`config.mk`:
```
export PLATFORM = sky130hd
export DESIGN_NAME = clk_div_multi
export DESIGN_NICKNAME = d
export VERILOG_FILES = /design/src/rtl/clk_div_multi.sv
export SDC_FILE = /design/constraint.sdc
export NUM_CORES = 1
export LEC_CHECK = 0
export ABC_AREA = 1
export BUFFER_PORTS_ARGS = -buffer_cell sky130_fd_sc_hd__buf_4
export CAP_MARGIN = 20
export CORE_UTILIZATION = 61
export CTS_BUF_LIST = sky130_fd_sc_hd__clkbuf_4 sky130_fd_sc_hd__clkbuf_8
export DETAILED_ROUTE_END_ITERATION = 6
export GPL_ROUTABILITY_DRIVEN = 0
export GPL_TIMING_DRIVEN = 1
export PLACE_DENSITY = 0.79
export SYNTH_ARGS = -nofsm -noshare
export SYNTH_HDL_FRONTEND = slang
export SYNTH_SLANG_ARGS = --single-unit
```
`constraint.sdc`:
```
create_clock -name ClkIn -period 6.03 [get_ports ClkIn]
set_input_delay 0.9045 -clock ClkIn [delete_from_list [all_inputs] [get_ports ClkIn]]
set_output_delay 0.9045 -clock ClkIn [all_outputs]
set_load 0.01 [all_outputs]
```
`src/rtl/clk_div_multi.sv`:
```
// Multi-channel integer clock divider. Each channel has a programmable divisor, a glitch-free enable and a tick strobe.
// Optional macro CLK_DIV_SYNC_EN adds the SyncIn port, which realigns all running channels.
module clk_div_multi #(
  parameter int  NUM_CH  = 2,
  parameter int  DIV_W   = 8,
  parameter int  DEF_DIV = 2,
  localparam int CH_W    = (NUM_CH > 1) ? $clog2(NUM_CH) : 1
) (
  input  logic              ClkIn,
  input  logic              nRst,
  input  logic [NUM_CH-1:0] Enable,
  input  logic              DivWe,
  input  logic [CH_W-1:0]   DivCh,
  input  logic [DIV_W-1:0]  DivVal,
`ifdef CLK_DIV_SYNC_EN
  input  logic              SyncIn,
`endif
  output logic [NUM_CH-1:0] ClkOut,
  output logic [NUM_CH-1:0] TickOut,
  output logic [NUM_CH-1:0] Pending
);

  // state    | meaning
  // ST_IDLE  | counter parked at div-1, output low, waiting for Enable
  // ST_RUN   | generating periods continuously
  // ST_STOP  | Enable dropped; finishing the current period before parking
  typedef enum logic [1:0] {
    ST_IDLE = 2'd0,
    ST_RUN  = 2'd1,
    ST_STOP = 2'd2
  } state_t;

  localparam logic [DIV_W-1:0] ONE   = DIV_W'(1);
  localparam logic [DIV_W-1:0] TWO   = DIV_W'(2);
  localparam logic [DIV_W-1:0] DEF_D = DIV_W'(DEF_DIV);

  logic             w_sync;
  logic [DIV_W-1:0] w_wr_val;

`ifdef CLK_DIV_SYNC_EN
  assign w_sync = SyncIn;
`else
  assign w_sync = 1'b0;
`endif

  // Divisors below 2 cannot form a period with both a high and a low phase.
  assign w_wr_val = (DivVal < TWO) ? TWO : DivVal;

  for (genvar g = 0; g < NUM_CH; g++) begin : g_ch
    state_t           r_state;
    state_t           w_state_nxt;
    logic [DIV_W-1:0] r_cnt;
    logic [DIV_W-1:0] r_div;
    logic [DIV_W-1:0] r_shadow;
    logic             r_pend;
    logic             r_clk;
    logic             r_tick;
    logic             w_wr;
    logic             w_active;
    logic             w_wrap;
    logic             w_apply;
    logic [DIV_W-1:0] w_div_nxt;
    logic [DIV_W-1:0] w_cnt_nxt;
    logic [DIV_W:0]   w_half;

    assign w_wr      = DivWe && (DivCh == CH_W'(g));
    assign w_active  = (r_state != ST_IDLE);
    assign w_wrap    = (r_cnt == r_div - ONE);
    // A new divisor only lands at a period boundary, so a period is never truncated.
    assign w_apply   = r_pend && (!w_active || w_wrap || w_sync);
    assign w_div_nxt = w_apply ? r_shadow : r_div;
    assign w_half    = ({1'b0, w_div_nxt} + {{DIV_W{1'b0}}, 1'b1}) >> 1;

    always_comb begin
      w_state_nxt = r_state;
      w_cnt_nxt   = r_cnt;
      case (r_state)
        ST_IDLE: begin
          w_cnt_nxt = w_div_nxt - ONE;
          if (Enable[g]) w_state_nxt = ST_RUN;
        end
        default: begin
          if (w_sync) begin
            w_cnt_nxt   = '0;
            w_state_nxt = Enable[g] ? ST_RUN : ST_STOP;
          end else if (w_wrap && !Enable[g]) begin
            w_cnt_nxt   = w_div_nxt - ONE;
            w_state_nxt = ST_IDLE;
          end else begin
            w_cnt_nxt   = w_wrap ? '0 : r_cnt + ONE;
            w_state_nxt = Enable[g] ? ST_RUN : ST_STOP;
          end
        end
      endcase
    end

    always_ff @(posedge ClkIn or negedge nRst) begin
      if (!nRst) begin
        r_state  <= ST_IDLE;
        r_cnt    <= DEF_D - ONE;
        r_div    <= DEF_D;
        r_shadow <= DEF_D;
        r_pend   <= 1'b0;
        r_clk    <= 1'b0;
        r_tick   <= 1'b0;
      end else begin
        r_state <= w_state_nxt;
        r_cnt   <= w_cnt_nxt;
        r_div   <= w_div_nxt;
        r_clk   <= ({1'b0, w_cnt_nxt} < w_half);
        r_tick  <= (w_state_nxt != ST_IDLE) && (w_cnt_nxt == '0);
        // A same-edge write wins over apply: the fresh value waits for the next boundary.
        if (w_wr) begin
          r_shadow <= w_wr_val;
          r_pend   <= 1'b1;
        end else if (w_apply) begin
          r_pend   <= 1'b0;
        end
      end
    end

    assign ClkOut[g]  = r_clk;
    assign TickOut[g] = r_tick;
    assign Pending[g] = r_pend;
  end

endmodule

```
==> out/qor.json, run 1 <==
{
  "timing": {
    "final_min_period_over_clock_period_pct": 67.7,
    "finalHoldViolCount": 0,
    "holdWs_ps": 481,
    "slew_of_the_pin_with_the_lowest_slew_margin_ps": 724,
    "rsz0062_at_grt": "false",
    "final-max-slew-violation-count": 0,
    "achievable_frequency_mhz": 245,
    "final.setup.tns_ps": 0,
    "timing.clock.skew_ps": 8.61,
    "final.min_clock_period_ps": 4080,
    "setup_viol_count_final": 0,
    "slew_headroom_pct": 51.7
  },
  "cts": {
    "cts_setup_buffers": 0,
    "cts_made_buffers": 9,
    "cts.htree.levels": 3,
    "clkSlewWorstSetupHoldPaths_ps": 70,
    "cts.repair.resized": 0,
    "cts.root.buffer_cell": "clkbuf_8",
    "later_pin_clock_latency_in_the_skew_report_ps": 350,
    "cts_hold_buffers": 0,
    "cts_tree": "done",
    "cts_num_sinks": 58,
    "ctsLongestPathBuffers": 2
  },
  "floorplanning": {
    "placementRows": 30,
    "floorplan.die.width_um": 85.7,
    "die_y_um": 85.7,
    "io-pin-count": 20,
    "core_area_sq_mm": 0.00679,
    "design.die.area_sq_mm": 0.00735,
    "floorplan.initialDensity_pct": 62.9
  },
  "yosys": {
    "post_synth_num_cell_types": 38,
    "synth-seq-area-share_pct": 34.1,
    "synth.top_cell.area_share_pct": 30.4,
    "mappedNetlistArea_sq_mm": 0.00428,
    "postSynthCellCount": 590,
    "ys_ff_latch": 58,
    "synth_fp_nets": 626,
    "synth_top_area_cell": "dfrtp_1",
    "synth.top_cells.by_area": "dfrtp_1 30%, nand2_1 15%, nand3_1 7.7%",
    "yosysWarningCount": 0,
    "avgSynthCellArea_sq_um": 7.25
  },
  "grt": {
    "grt-ovfl-total": 0,
    "grt_first_pass_wirelength_um": 16400,
    "grt_util_all_layers_pct": 28.7,
    "grt_max_degree": 59,
    "met2_usage_in_global_routing_pct": 42.8,
    "top_usage_layer": "met2",
    "initial_antenna_violation_count": 0,
    "globalRouteMet1Util_pct": 42.8,
    "first_global_vias": 3493,
    "grt_use_met3_pct": 5.58
  },
  "setup_path": {
    "cp_cell_sequence": "inv_2 -> ha_1 -> or2_1 -> nand3_1 -> nand3_1 -> nor2_1 -> nand3_2 -> nand2_2 -> nand2_2 -> nand2_1 -> nand2_2 -> inv_1 -> ha_1 -> inv_1 -> nor3_1 -> nand3_1 -> xor2_1 -> ha_1 -> a21oi_1 -> o21ai_0 -> a21oi_1",
    "worstPathMaxFanout": 20,
    "cpPeakStageDelay_ps": 530,
    "critical_path.startpoint_type": "flip-flop",
    "ff2ff_setup_slack_ps": 1950,
    "timing.critical_path.required_ps": 6310,
    "critical-path-top-delay-family": "simple AND/OR/NAND/NOR gates",
    "crit_path_top_delay_cell": "dfstp_2",
    "critical_path_buf_inv_count": 3,
    "timing.critical_path.to_type": "flip-flop",
    "crit_type": "reg -> reg",
    "worst-endpoint-arrival_ps": 4360
  },
  "placed_design": {
    "place_area_sq_mm": 0.00440,
    "place.detailed.instances": 688,
    "portBuffers": 19,
    "dp_hpwl_um": 7270
  },
  "finish": {
    "final_layout_size_suffix_gt1_share_pct": 16.3,
    "stdcell_area_sq_mm": 0.00459,
    "antenna-diode-count": 0,
    "multiInputGateArea_sq_mm": 0.00243,
    "fin_nets": 639,
    "relative_area_change_from_synthesis_to_final_layout_pct": 7.43,
    "final_cell_count_without_fillers": 702,
    "final-seq-area_sq_mm": 0.00146,
    "fill_cells": 582
  },
  "routing": {
    "drt-wirelength-per-cell_um": 13.5,
    "detail_route.wirelength_um": 9460,
    "drt_pre_antenna_iters": 6,
    "antenna_violating_nets_post_route": 0,
    "routed_via_density": 5.34,
    "first_iter_violations": 332,
    "drt_drc_violations_left": 0,
    "dr_total_vias": 3750
  },
  "power": {
    "power_per_cell_area_mw_per_mm2": 496,
    "cellInternalPower_w": 0.00120,
    "p_sw_share_pct": 47.5,
    "power_leakage_nw": 2.39,
    "power_frac_seq_pct": 29.4,
    "peakVddDrop_uv": 246,
    "clock_power_share_pct": 15.8,
    "share_comb_of_total_power_pct": 54.7,
    "p_sw_w": 0.00108,
    "post_layout_total_power_w": 0.00228
  },
  "run": {
    "reported_max_cap_violation_count": 0
  },
  "worst_hold_path": {
    "timing.hold.worst.class": "reg -> reg"
  },
  "status": {
    "run_status": "finished clean"
  }
}
-- routing by layer --
metal | up-vias | share of wire [%]
met2 | 139 | 43
met4 | 0 | 1.4
met3 | 19 | 8.0
met1 | 1700 | 48
li1 | 1892 | -
met5 | - | 0
-- through the flow --
| step | utilization, % | worst slack [ps] |
|---|---|---|
| after floorplan | - | 2820 |
| after global placement | 64.8 | 2210 |
| after detailed placement | 64.8 | 2010 |
| after CTS | 67.6 | 1990 |
| after global routing | 67.6 | 1580 |
| final | 67.6 | 1950 |
-- worst reg2reg max path, stage by stage, from the launching register on --
cell and delay (ps):
dfstp_2 530, inv_2 60, ha_1 210, or2_1 250, nand3_1 80, nand3_1 80
nor2_1 120, nand3_2 140, nand2_2 370, nand2_2 280, nand2_1 150, nand2_2 110
inv_1 140, ha_1 160, inv_1 50, nor3_1 280, nand3_1 170, xor2_1 180
ha_1 300, a21oi_1 160, o21ai_0 90, a21oi_1 120
-- cell families after synthesis --
family,after synthesis,share of synthesized area [%]
AO/OA/AOI/OAI,42,5.15
multiplexers,2,0.614
flip-flops,58,34.1
AND/OR/NAND/NOR,353,38.8
adder cells (fa/ha/maj),22,6.44
XOR/XNOR,28,5.73
buffers and inverters,85,9.16
-- cell type report --
cell class,count,area share (%)
clock inverters,3,0.871
inverters,68,5.56
flip-flops and latches,58,31.8
well taps,96,2.61
multi-input cells,447,52.8
clock buffers,11,3.30
repair buffers,19,3.10
-- state kept, by name (all words and copies together), names as in the netlist --
register and count:
g_ch.r_shadow 16, g_ch.r_pend 2, g_ch.r_state 4, g_ch.r_clk 2, g_ch.r_tick 2, g_ch.r_cnt 16, g_ch.r_div 16
-- worst paths after layout --
path | start | cells past startpoint | endpoint
setup / recovery | g_ch[0].r_div[1] | 21 | g_ch[0].r_clk
hold / removal | g_ch[0].r_shadow[0] | 2 | g_ch[0].r_shadow[0]
setup reg to reg | g_ch[0].r_div[1] | 21 | g_ch[0].r_clk
hold reg to reg | g_ch[0].r_shadow[0] | 2 | g_ch[0].r_shadow[0]
max in group asynchronous | nRst | 1 | g_ch[1].r_div[3]
min in group asynchronous | nRst | 1 | g_ch[0].r_cnt[5]
-- cell usage in the layout, fill, tap and decap left out, types with 6 or more instances in the layout --
cell / n
nor2_1: 53
clkbuf_8: 11
xor2_1: 18
nor2_2: 11
nand3_1: 66
ha_1: 22
nand2_2: 19
buf_4: 19
xnor2_1: 10
nand2_1: 166
inv_1: 59
dfstp_2: 6
a21oi_1: 16
inv_2: 8
o21ai_0: 18
dfrtp_1: 52
nand3b_1: 10
-- power groups by stage --
stage	combinational (W)	clock [W]	sequential [W]
after floorplan	0.00101	0	0.000623
after global placement	0.00119	0	0.000667
after detailed placement	0.00123	0	0.000673
after CTS	0.00124	0.000365	0.000667
after global routing	0.00143	0.000382	0.000689
final	0.00125	0.000361	0.000670
-- synthesized netlist by cell type (all sizes together) --
master and instances:
dfstp 6, o21ai 25, dfrtp 52, ha 22
nand3 69, xnor2 10, clkinv 1, nor3 5
a21oi 16, nand3b 11, nand4 5, inv 67
buf 11, nor2 66, or2 6, xor2 18
nor4 1, mux2 2, clkbuf 6, a21o 1
nand2 190
(Power assumes the default switching activity.)
==> inputs of run 2 (changes only) <==
- ABC_AREA: 1 -> 0
- CORE_UTILIZATION: 61 -> 58
- clock period: 6.03 -> 3.4 ns (I/O delays scaled with it)
==> run 2 against run 1 <==
- the run now ends with setup timing left
- die area rose by 3.3%
- register-to-register slack got worse by 2800 ps
- clock-buffer cell count did not move
- wire length rose by 71%
- hold slack got worse by 260 ps
- setup slack got worse by 2800 ps
- sequential power rose by 81%
- largest cell class unchanged
- combinational power rose to 3.3 times the previous value
- cell area rose by 24%
- critical path type unchanged
- clock skew rose by 2.4 ps
==> out/qor.json, run 2 <==
{
  "status": {
    "run_status": "finished, violations left",
    "failing_checks": "setup timing"
  },
  "cts": {
    "cts_num_sinks": {"value": 58, "change": "unchanged"},
    "cts_tree": "done",
    "ctsLongestPathBuffers": {"value": 2, "change": "unchanged"},
    "cts.htree.levels": {"value": 3, "change": "unchanged"},
    "cts.root.buffer_cell": "clkbuf_8",
    "cts_hold_buffers": {"value": 0, "change": "unchanged"},
    "clkSlewWorstSetupHoldPaths": {"value": 70, "unit": "ps", "change": "about the same"},
    "later_pin_clock_latency_in_the_skew_report": {"value": 370, "unit": "ps", "change": "+20 ps"},
    "cts_made_buffers": {"value": 9, "change": "unchanged"}
  },
  "yosys": {
    "yosysWarningCount": {"value": 0, "change": "unchanged"},
    "synth_edf_count": {"value": 0, "change": "unchanged"},
    "synth_top_flop_cell": "dfrtp_1",
    "yosys-top-cells-count": "60 x nand2_1, 52 x dfrtp_1, 31 x xor2_1",
    "synth.top_cells.by_area": "dfrtp_1 31%, ha_1 6.5%, xor2_1 6.5%",
    "yosys.cell_count.top_type": "nand2_1",
    "synth_fp_nets": {"value": 495, "change": "-21%"},
    "synth-async-reset-ratio": {"value": 100, "unit": "%", "change": "unchanged"},
    "avgSynthCellArea": {"value": 9.16, "unit": "sq um", "change": "+26%"},
    "synth_top_area_cell": "dfrtp_1",
    "synth-seq-area-share": {"value": 34.7, "unit": "%", "change": "+0.60 points"},
    "postSynthCellCount": {"value": 459, "change": "-22%"},
    "post_synth_num_cell_types": {"value": 58, "change": "+53%"},
    "ys_ff_latch": {"value": 58, "change": "unchanged"},
    "synth.top_cell.area_share": {"value": 31.0, "unit": "%", "change": "+0.53 points"},
    "mappedNetlistArea": {"value": 0.00420, "unit": "sq mm", "change": "-1.7%"}
  },
  "finish": {
    "fin_nets": {"value": 608, "change": "-4.9%"},
    "relative_area_change_from_synthesis_to_final_layout_pct": 35.7,
    "stdcell_area": {"value": 0.00570, "unit": "sq mm", "change": "+24%"},
    "final-seq-area": {"value": 0.00146, "unit": "sq mm", "change": "unchanged"},
    "fill_cells": {"value": 375, "change": "-36%"},
    "mostFrequentLayoutCell": "buf_4",
    "layout_top_registers": "g_ch.r_cnt: 16 flops, g_ch.r_div: 16 flops, g_ch.r_shadow: 16 flops",
    "multiInputGateArea": {"value": 0.00285, "unit": "sq mm", "change": "+18%"},
    "antenna-diode-count": {"value": 0, "change": "unchanged"},
    "layout.cells.most_common_list": "126 x buf_4, 55 x nand2_1, 52 x dfrtp_1",
    "final_layout_size_suffix_gt1_share": {"value": 38.8, "unit": "%", "change": "+22 points"}
  },
  "timing": {
    "rsz0062_at_grt": "true",
    "final_min_period_over_clock_period": {"value": 124, "unit": "%", "change": "+56 points"},
    "slew_headroom": {"value": 49.4, "unit": "%", "change": "-2.3 points"},
    "finalWorstSetupSlack": {"value": -801, "unit": "ps", "change": "-2750 ps"},
    "setup_viol_count_final": {"value": 6, "change": "+6"},
    "finalHoldViolCount": {"value": 0, "change": "unchanged"},
    "final-max-slew-violation-count": {"value": 0, "change": "unchanged"},
    "timing.clock.skew": {"value": 11.1, "unit": "ps", "change": "+2.45 ps"},
    "final.setup.tns": {"value": -1990, "unit": "ps", "change": "-1990 ps"},
    "slew_of_the_pin_with_the_lowest_slew_margin": {"value": 759, "unit": "ps", "change": "+34.9 ps"},
    "achievable_frequency": {"value": 238, "unit": "MHz", "change": "-2.9%"},
    "final.min_clock_period": {"value": 4200, "unit": "ps", "change": "+121 ps"}
  },
  "floorplanning": {
    "placementRows": {"value": 30, "change": "unchanged"},
    "floorplan.initialDensity": {"value": 60.9, "unit": "%", "change": "-2.1 points"},
    "io-pin-count": {"value": 20, "change": "unchanged"},
    "die_y": {"value": 87.1, "unit": "um", "change": "+1.6%"},
    "floorplan.die.width": {"value": 87.1, "unit": "um", "change": "+1.6%"},
    "design.die.area": {"value": 0.00759, "unit": "sq mm", "change": "+3.3%"},
    "core_area": {"value": 0.00691, "unit": "sq mm", "change": "+1.7%"}
  },
  "power": {
    "power_per_cell_area": {"value": 1050, "unit": "mW/mm^2", "change": "+110%"},
    "power_leakage": {"value": 2.58, "unit": "nW", "change": "+8.0%"},
    "peakVddDrop": {"value": 645, "unit": "uV", "change": "+160%"},
    "post_layout_total_power": {"value": 0.00598, "unit": "W", "change": "+160%"}
  },
  "run": {
    "reported_max_cap_violation_count": {"value": 0, "change": "unchanged"}
  },
  "setup_path": {
    "crit_path_top_delay_cell": "or4_4",
    "worstPathMaxFanout": {"value": 8, "change": "-60%"},
    "critical_path_buf_inv_count": {"value": 1, "change": "-2"},
    "crit_type": "reg -> reg",
    "timing.critical_path.required": {"value": 3640, "unit": "ps", "change": "-2670 ps"},
    "cp_cell_sequence": "or4_4 -> nor4_4 -> nand3_2 -> a221oi_4 -> o21a_4 -> buf_4 -> mux2_2 -> a21oi_1 -> nor3b_2 -> o21bai_1 -> ha_1 -> nand4_1 -> nor3_1 -> a211oi_2",
    "timing.critical_path.to_type": "flip-flop",
    "cpPeakStageDelay": {"value": 580, "unit": "ps", "change": "+50 ps"},
    "worst-endpoint-arrival": {"value": 4440, "unit": "ps", "change": "+80 ps"},
    "critical-path-top-delay-family": "simple AND/OR/NAND/NOR gates",
    "critical_path.startpoint_type": "flip-flop"
  },
  "grt": {
    "grt_max_degree": {"value": 59, "change": "unchanged"},
    "grt-ovfl-total": {"value": 0, "change": "unchanged"},
    "grt_util_all_layers": {"value": 38.5, "unit": "%", "change": "+9.7 points"},
    "first_global_vias": {"value": 4248, "change": "+22%"},
    "initial_antenna_violation_count": {"value": 0, "change": "unchanged"},
    "grt_first_pass_wirelength": {"value": 21800, "unit": "um", "change": "+33%"}
  },
  "routing": {
    "routed_via_density": {"value": 6.91, "change": "+29%"},
    "detail_route.wirelength": {"value": 16200, "unit": "um", "change": "+71%"},
    "first_iter_violations": {"value": 778, "change": "+130%"},
    "drt-wirelength-per-cell": {"value": 24.0, "unit": "um", "change": "+78%"},
    "drt_drc_violations_left": {"value": 0, "change": "unchanged"},
    "antenna_violating_nets_post_route": {"value": 0, "change": "unchanged"},
    "drt_pre_antenna_iters": {"value": 7, "change": "+1"},
    "dr_total_vias": {"value": 4648, "change": "+24%"}
  },
  "placed_design": {
    "portBuffers": {"value": 19, "change": "unchanged"},
    "place_area": {"value": 0.00505, "unit": "sq mm", "change": "+15%"},
    "dp_hpwl": {"value": 8910, "unit": "um", "change": "+23%"}
  },
  "worst_hold_path": {
    "timing.hold.worst.class": "in -> async"
  }
}
==> run 2: final timing paths <==
kind	cells after the start	slack, ps	startpoint	to
setup / recovery	14	-800	g_ch[0].r_div[2]	g_ch[0].r_clk
hold / removal	1	220	nRst	g_ch[1].r_div[5]
setup reg to reg	14	-800	g_ch[0].r_div[2]	g_ch[0].r_clk
hold reg to reg	1	550	g_ch[1].r_shadow[7]	g_ch[1].r_shadow[7]
max in group asynchronous	1	2680	nRst	g_ch[0].r_cnt[3]
min in group ClkIn	1	280	Enable[0]	g_ch[0].r_state[0]
==> run 2: power breakdown <==
part           leakage, nW  total [W]  internal, W  switching [W]
clock network        0.105   0.000697     0.000375       0.000322
logic                 1.77    0.00407      0.00189        0.00218
registers            0.698    0.00121     0.000935       0.000274
total                 2.58    0.00598      0.00320        0.00278
==> run 2: stage by stage <==
stage | hold slack [ps] | instances | worst slack [ps] | util (%)
2_1_floorplan | 214 | 459 | -674 | -
3_3_place_gp | 511 | 639 | -518 | 73.2
3_5_place_dp | 514 | 639 | -736 | 73.2
4_1_cts | 258 | 666 | -469 | 79.3
5_1_grt | 288 | 673 | -834 | 82.6
6_report | 222 | 673 | -801 | 82.6
==> run 2: metal layers <==
layer | up-vias | global-route usage (%) | part of all wire (%)
met5 | - | 0 | 0
met4 | 0 | 20.6 | 8.1
met3 | 177 | 8.72 | 13
met1 | 2160 | 49.8 | 35
met2 | 487 | 60.1 | 44
li1 | 1824 | - | -
==> run 2: area by class of cell <==
class,count,share of cell area [%]
timing repair buffer,129,17.2
clock inverter,5,0.921
multi-input combinational,351,50.0
inverter,23,1.56
sequential,58,25.6
tap,96,2.11
clock buffer,11,2.65
==> run 2: repair_timing <==
item | CTS | global route
gates resized for setup | 29 | 32
endpoints found under the setup margin | 5 | 5
pin swaps | 22 | 11
buffers inserted | 11 | 8
==> run 2: cell families after synthesis <==
logic type | after synthesis | share of synthesized area (%)
DFF | 58 | 34.7
buffers and inverters | 50 | 5.95
AOI/OAI and AO/OA | 78 | 13.7
muxes | 25 | 6.34
and+or+nand+nor | 168 | 20.0
adders and majority gates | 22 | 6.55
xor gates and xnor gates | 58 | 12.7
==> inputs of run 3 (changes only) <==
- CORE_UTILIZATION: 58 -> 56
- CTS_BUF_LIST: sky130_fd_sc_hd__clkbuf_4 sky130_fd_sc_hd__clkbuf_8 -> default
- PLACE_DENSITY: 0.79 -> 0.77
==> run 3 against run 2 <==
- largest cell class unchanged
- global-route usage decreased by 5.4 points
- via count decreased by 11%
- critical path type unchanged
- sequential share of layout area increased by 1.1 points
- the run still ends with setup timing left
- register-to-register slack improved by 110 ps
- highest routed layer unchanged
==> out/qor.json, run 3 (same netlist as run 2, synthesis figures left out) <==
{
  "timing": {
    "holdWs": {"value": 221, "unit": "ps", "change": "-0.799 ps"},
    "timing.clock.skew": {"value": 13.7, "unit": "ps", "change": "+2.67 ps"},
    "setup_viol_count_final": {"value": 4, "change": "-2"},
    "final.min_clock_period": {"value": 4090, "unit": "ps", "change": "-112 ps"},
    "rsz0062_at_grt": "true",
    "slew_of_the_pin_with_the_lowest_slew_margin": {"value": 767, "unit": "ps", "change": "+8.44 ps"},
    "final-max-slew-violation-count": {"value": 0, "change": "unchanged"},
    "final_min_period_over_clock_period": {"value": 120, "unit": "%", "change": "-3.3 points"},
    "achievable_frequency": {"value": 245, "unit": "MHz", "change": "+2.7%"},
    "finalWorstSetupSlack": {"value": -688, "unit": "ps", "change": "+112 ps"},
    "slew_headroom": {"value": 48.9, "unit": "%", "change": "-0.56 points"},
    "finalHoldViolCount": {"value": 0, "change": "unchanged"}
  },
  "routing": {
    "detail_route.wirelength": {"value": 13200, "unit": "um", "change": "-18%"},
    "routed_via_density": {"value": 6.30, "change": "-8.7%"},
    "drt-wirelength-per-cell": {"value": 20.1, "unit": "um", "change": "-16%"},
    "first_iter_violations": {"value": 415, "change": "-47%"},
    "drt_drc_violations_left": {"value": 0, "change": "unchanged"},
    "drt_pre_antenna_iters": {"value": 5, "change": "-2"},
    "dr_total_vias": {"value": 4142, "change": "-11%"},
    "antenna_violating_nets_post_route": {"value": 0, "change": "unchanged"}
  },
  "setup_path": {
    "worstPathMaxFanout": {"value": 5, "change": "-3"},
    "cp_cell_sequence": "nor3_1 -> xnor2_1 -> xor2_1 -> o2111ai_2 -> o31ai_4 -> buf_6 -> nand2_2 -> o21ai_4 -> inv_1 -> ha_4 -> nand2_1 -> xor2_1 -> nand2_1 -> o21ai_0 -> o22ai_2 -> ha_1 -> and4_1 -> a221o_1 -> a31oi_1",
    "timing.critical_path.to_type": "flip-flop",
    "timing.critical_path.required": {"value": 3670, "unit": "ps", "change": "+30 ps"},
    "cpPeakStageDelay": {"value": 440, "unit": "ps", "change": "-140 ps"},
    "ff2ff_setup_slack": {"value": -690, "unit": "ps", "change": "+110 ps"},
    "worst-endpoint-arrival": {"value": 4360, "unit": "ps", "change": "-80 ps"},
    "critical_path_buf_inv_count": {"value": 2, "change": "+1"},
    "crit_type": "reg -> reg",
    "ff2ff_path_depth": {"value": 19, "change": "+5"},
    "regToRegEndpoint": "g_ch[1].r_clk",
    "reg2reg_from": "g_ch[1].r_div[2]",
    "critical_path.startpoint_type": "flip-flop",
    "crit_path_top_delay_cell": "dfrtp_1",
    "critical-path-top-delay-family": "compound AO/OA/AOI/OAI gates"
  },
  "power": {
    "peakVddDrop": {"value": 575, "unit": "uV", "change": "-11%"},
    "power_leakage": {"value": 2.45, "unit": "nW", "change": "-5.0%"},
    "power_per_cell_area": {"value": 979, "unit": "mW/mm^2", "change": "-6.6%"}
  },
  "grt": {
    "grt_use_met3": {"value": 7.28, "unit": "%", "change": "-1.4 points"},
    "met2_usage_in_global_routing": {"value": 50.2, "unit": "%", "change": "-9.9 points"},
    "first_global_vias": {"value": 3860, "change": "-9.1%"},
    "top_usage_layer": "met2",
    "globalRouteMet1Util": {"value": 45.9, "unit": "%", "change": "-3.8 points"},
    "initial_antenna_violation_count": {"value": 0, "change": "unchanged"},
    "grt-ovfl-total": {"value": 0, "change": "unchanged"},
    "grt_max_degree": {"value": 59, "change": "unchanged"},
    "grt_util_all_layers": {"value": 33.1, "unit": "%", "change": "-5.4 points"},
    "grt_first_pass_wirelength": {"value": 19300, "unit": "um", "change": "-12%"}
  },
  "placed_design": {
    "dp_hpwl": {"value": 8790, "unit": "um", "change": "-1.4%"},
    "portBuffers": {"value": 19, "change": "unchanged"},
    "post-place-ws": {"value": -594, "unit": "ps", "change": "+142 ps"},
    "place_area": {"value": 0.00497, "unit": "sq mm", "change": "-1.6%"},
    "place.detailed.instances": {"value": 631, "change": "-1.3%"}
  },
  "floorplanning": {
    "io-pin-count": {"value": 20, "change": "unchanged"},
    "die_y": {"value": 88.6, "unit": "um", "change": "+1.7%"},
    "core_area": {"value": 0.00725, "unit": "sq mm", "change": "+5.0%"},
    "floorplan.initialDensity": {"value": 57.9, "unit": "%", "change": "-2.9 points"},
    "floorplan.die.width": {"value": 88.6, "unit": "um", "change": "+1.7%"},
    "design.die.area": {"value": 0.00786, "unit": "sq mm", "change": "+3.5%"},
    "placementRows": {"value": 31, "change": "+3.3%"}
  },
  "cts": {
    "cts_made_buffers": {"value": 9, "change": "unchanged"},
    "cts.htree.levels": {"value": 3, "change": "unchanged"},
    "cts_num_sinks": {"value": 58, "change": "unchanged"},
    "cts.root.buffer_cell": "clkbuf_8",
    "cts_hold_buffers": {"value": 0, "change": "unchanged"},
    "later_pin_clock_latency_in_the_skew_report": {"value": 340, "unit": "ps", "change": "-30 ps"},
    "ctsLongestPathBuffers": {"value": 2, "change": "unchanged"},
    "cts_tree": "done",
    "clkSlewWorstSetupHoldPaths": {"value": 70, "unit": "ps", "change": "about the same"}
  },
  "worst_hold_path": {
    "timing.hold.worst.class": "in -> async"
  },
  "finish": {
    "final_layout_size_suffix_gt1_share": {"value": 34.8, "unit": "%", "change": "-4.1 points"},
    "mostFrequentLayoutCell": "buf_4",
    "relative_area_change_from_synthesis_to_final_layout_pct": 29.9,
    "final_cell_count_without_fillers": {"value": 657, "change": "-2.4%"},
    "fin_nets": {"value": 589, "change": "-3.1%"},
    "layout.cells.most_common_list": "108 x buf_4, 56 x nand2_1, 52 x dfrtp_1",
    "antenna-diode-count": {"value": 0, "change": "unchanged"},
    "layout_top_registers": "g_ch.r_cnt: 16 flops, g_ch.r_div: 16 flops, g_ch.r_shadow: 16 flops",
    "fill_cells": {"value": 483, "change": "+29%"},
    "stdcell_area": {"value": 0.00546, "unit": "sq mm", "change": "-4.3%"}
  },
  "run": {
    "reported_max_cap_violation_count": {"value": 0, "change": "unchanged"}
  },
  "status": {
    "run_status": "finished, violations left",
    "failing_checks": "setup timing"
  }
}
[run 3: changes by cell type in the layout (fill, tap and decap cells not counted), moves of 2 or more]
| cell | before | now |
|---|---|---|
| o21ai_0 | 15 | 17 |
| buf_4 | 126 | 108 |
| inv_2 | 2 | 0 |
| inv_1 | 20 | 22 |
[run 3: timing repair]
action                                  CTS  global route
setup buffers                             7             3
pin swaps                                 8            15
gates resized for setup                  16            27
endpoints found under the setup margin    4             6
[run 3: worst max path at each step]
| stage | depth (start not counted) | from | slack [ps] | end |
|---|---|---|---|---|
| 2_1_floorplan | 18 | g_ch[1].r_div[5] | -670 | g_ch[1].r_clk |
| 3_3_place_gp | 17 | g_ch[1].r_div[0] | -460 | g_ch[1].r_clk |
| 3_5_place_dp | 13 | g_ch[0].r_div[2] | -590 | g_ch[0].r_clk |
| 4_1_cts | 17 | g_ch[1].r_div[5] | -470 | g_ch[1].r_clk |
| 5_1_grt | 19 | g_ch[1].r_div[2] | -800 | g_ch[1].r_clk |
| 6_report | 19 | g_ch[1].r_div[2] | -690 | g_ch[1].r_clk |
[run 3: routing by layer]
| metal | up-vias | routed length, um |
|---|---|---|
| met5 | - | 0 |
| met4 | 0 | 487 |
| met3 | 59 | 1220 |
| met2 | 263 | 6030 |
| met1 | 2033 | 5480 |
| li1 | 1787 | - |
[run 3: worst reg2reg max path: stages, from the launching register on]
cell and delay [ps]:
dfrtp_1 440, nor3_1 360, xnor2_1 220, xor2_1 270, o2111ai_2 230, o31ai_4 220
buf_6 170, nand2_2 80, o21ai_4 110, inv_1 110, ha_4 190, nand2_1 90
xor2_1 170, nand2_1 90, o21ai_0 140, o22ai_2 140, ha_1 320, and4_1 200
a221o_1 300, a31oi_1 140
[run 3: final cells by class]
type                       instances  area, sq um  share of cell area (%)
clock buffer                      11          141                    2.59
timing repair buffer             110          833                    15.3
multi-input combinational        351         2780                    51.0
clock inverter                     5         30.0                   0.550
sequential                        58         1460                    26.7
tap                               99          124                    2.27
inverter                          23         88.8                    1.63
[run 3: metrics by stage]
step | total power, W | TNS (ps) | util, %
after floorplan | 0.00300 | -1540 | -
after global placement | 0.00400 | -1630 | 68.6
after detailed placement | 0.00415 | -1990 | 68.6
after CTS | 0.00489 | -1150 | 72.6
after global routing | 0.00559 | -2160 | 75.2
final | 0.00534 | -1740 | 75.2
[run 3: power by group]
group | switching, W | internal, W | total, W
combinational | 0.00188 | 0.00170 | 0.00358
sequential | 0.000258 | 0.000935 | 0.00119
clock | 0.000292 | 0.000280 | 0.000572
total | 0.00243 | 0.00291 | 0.00534
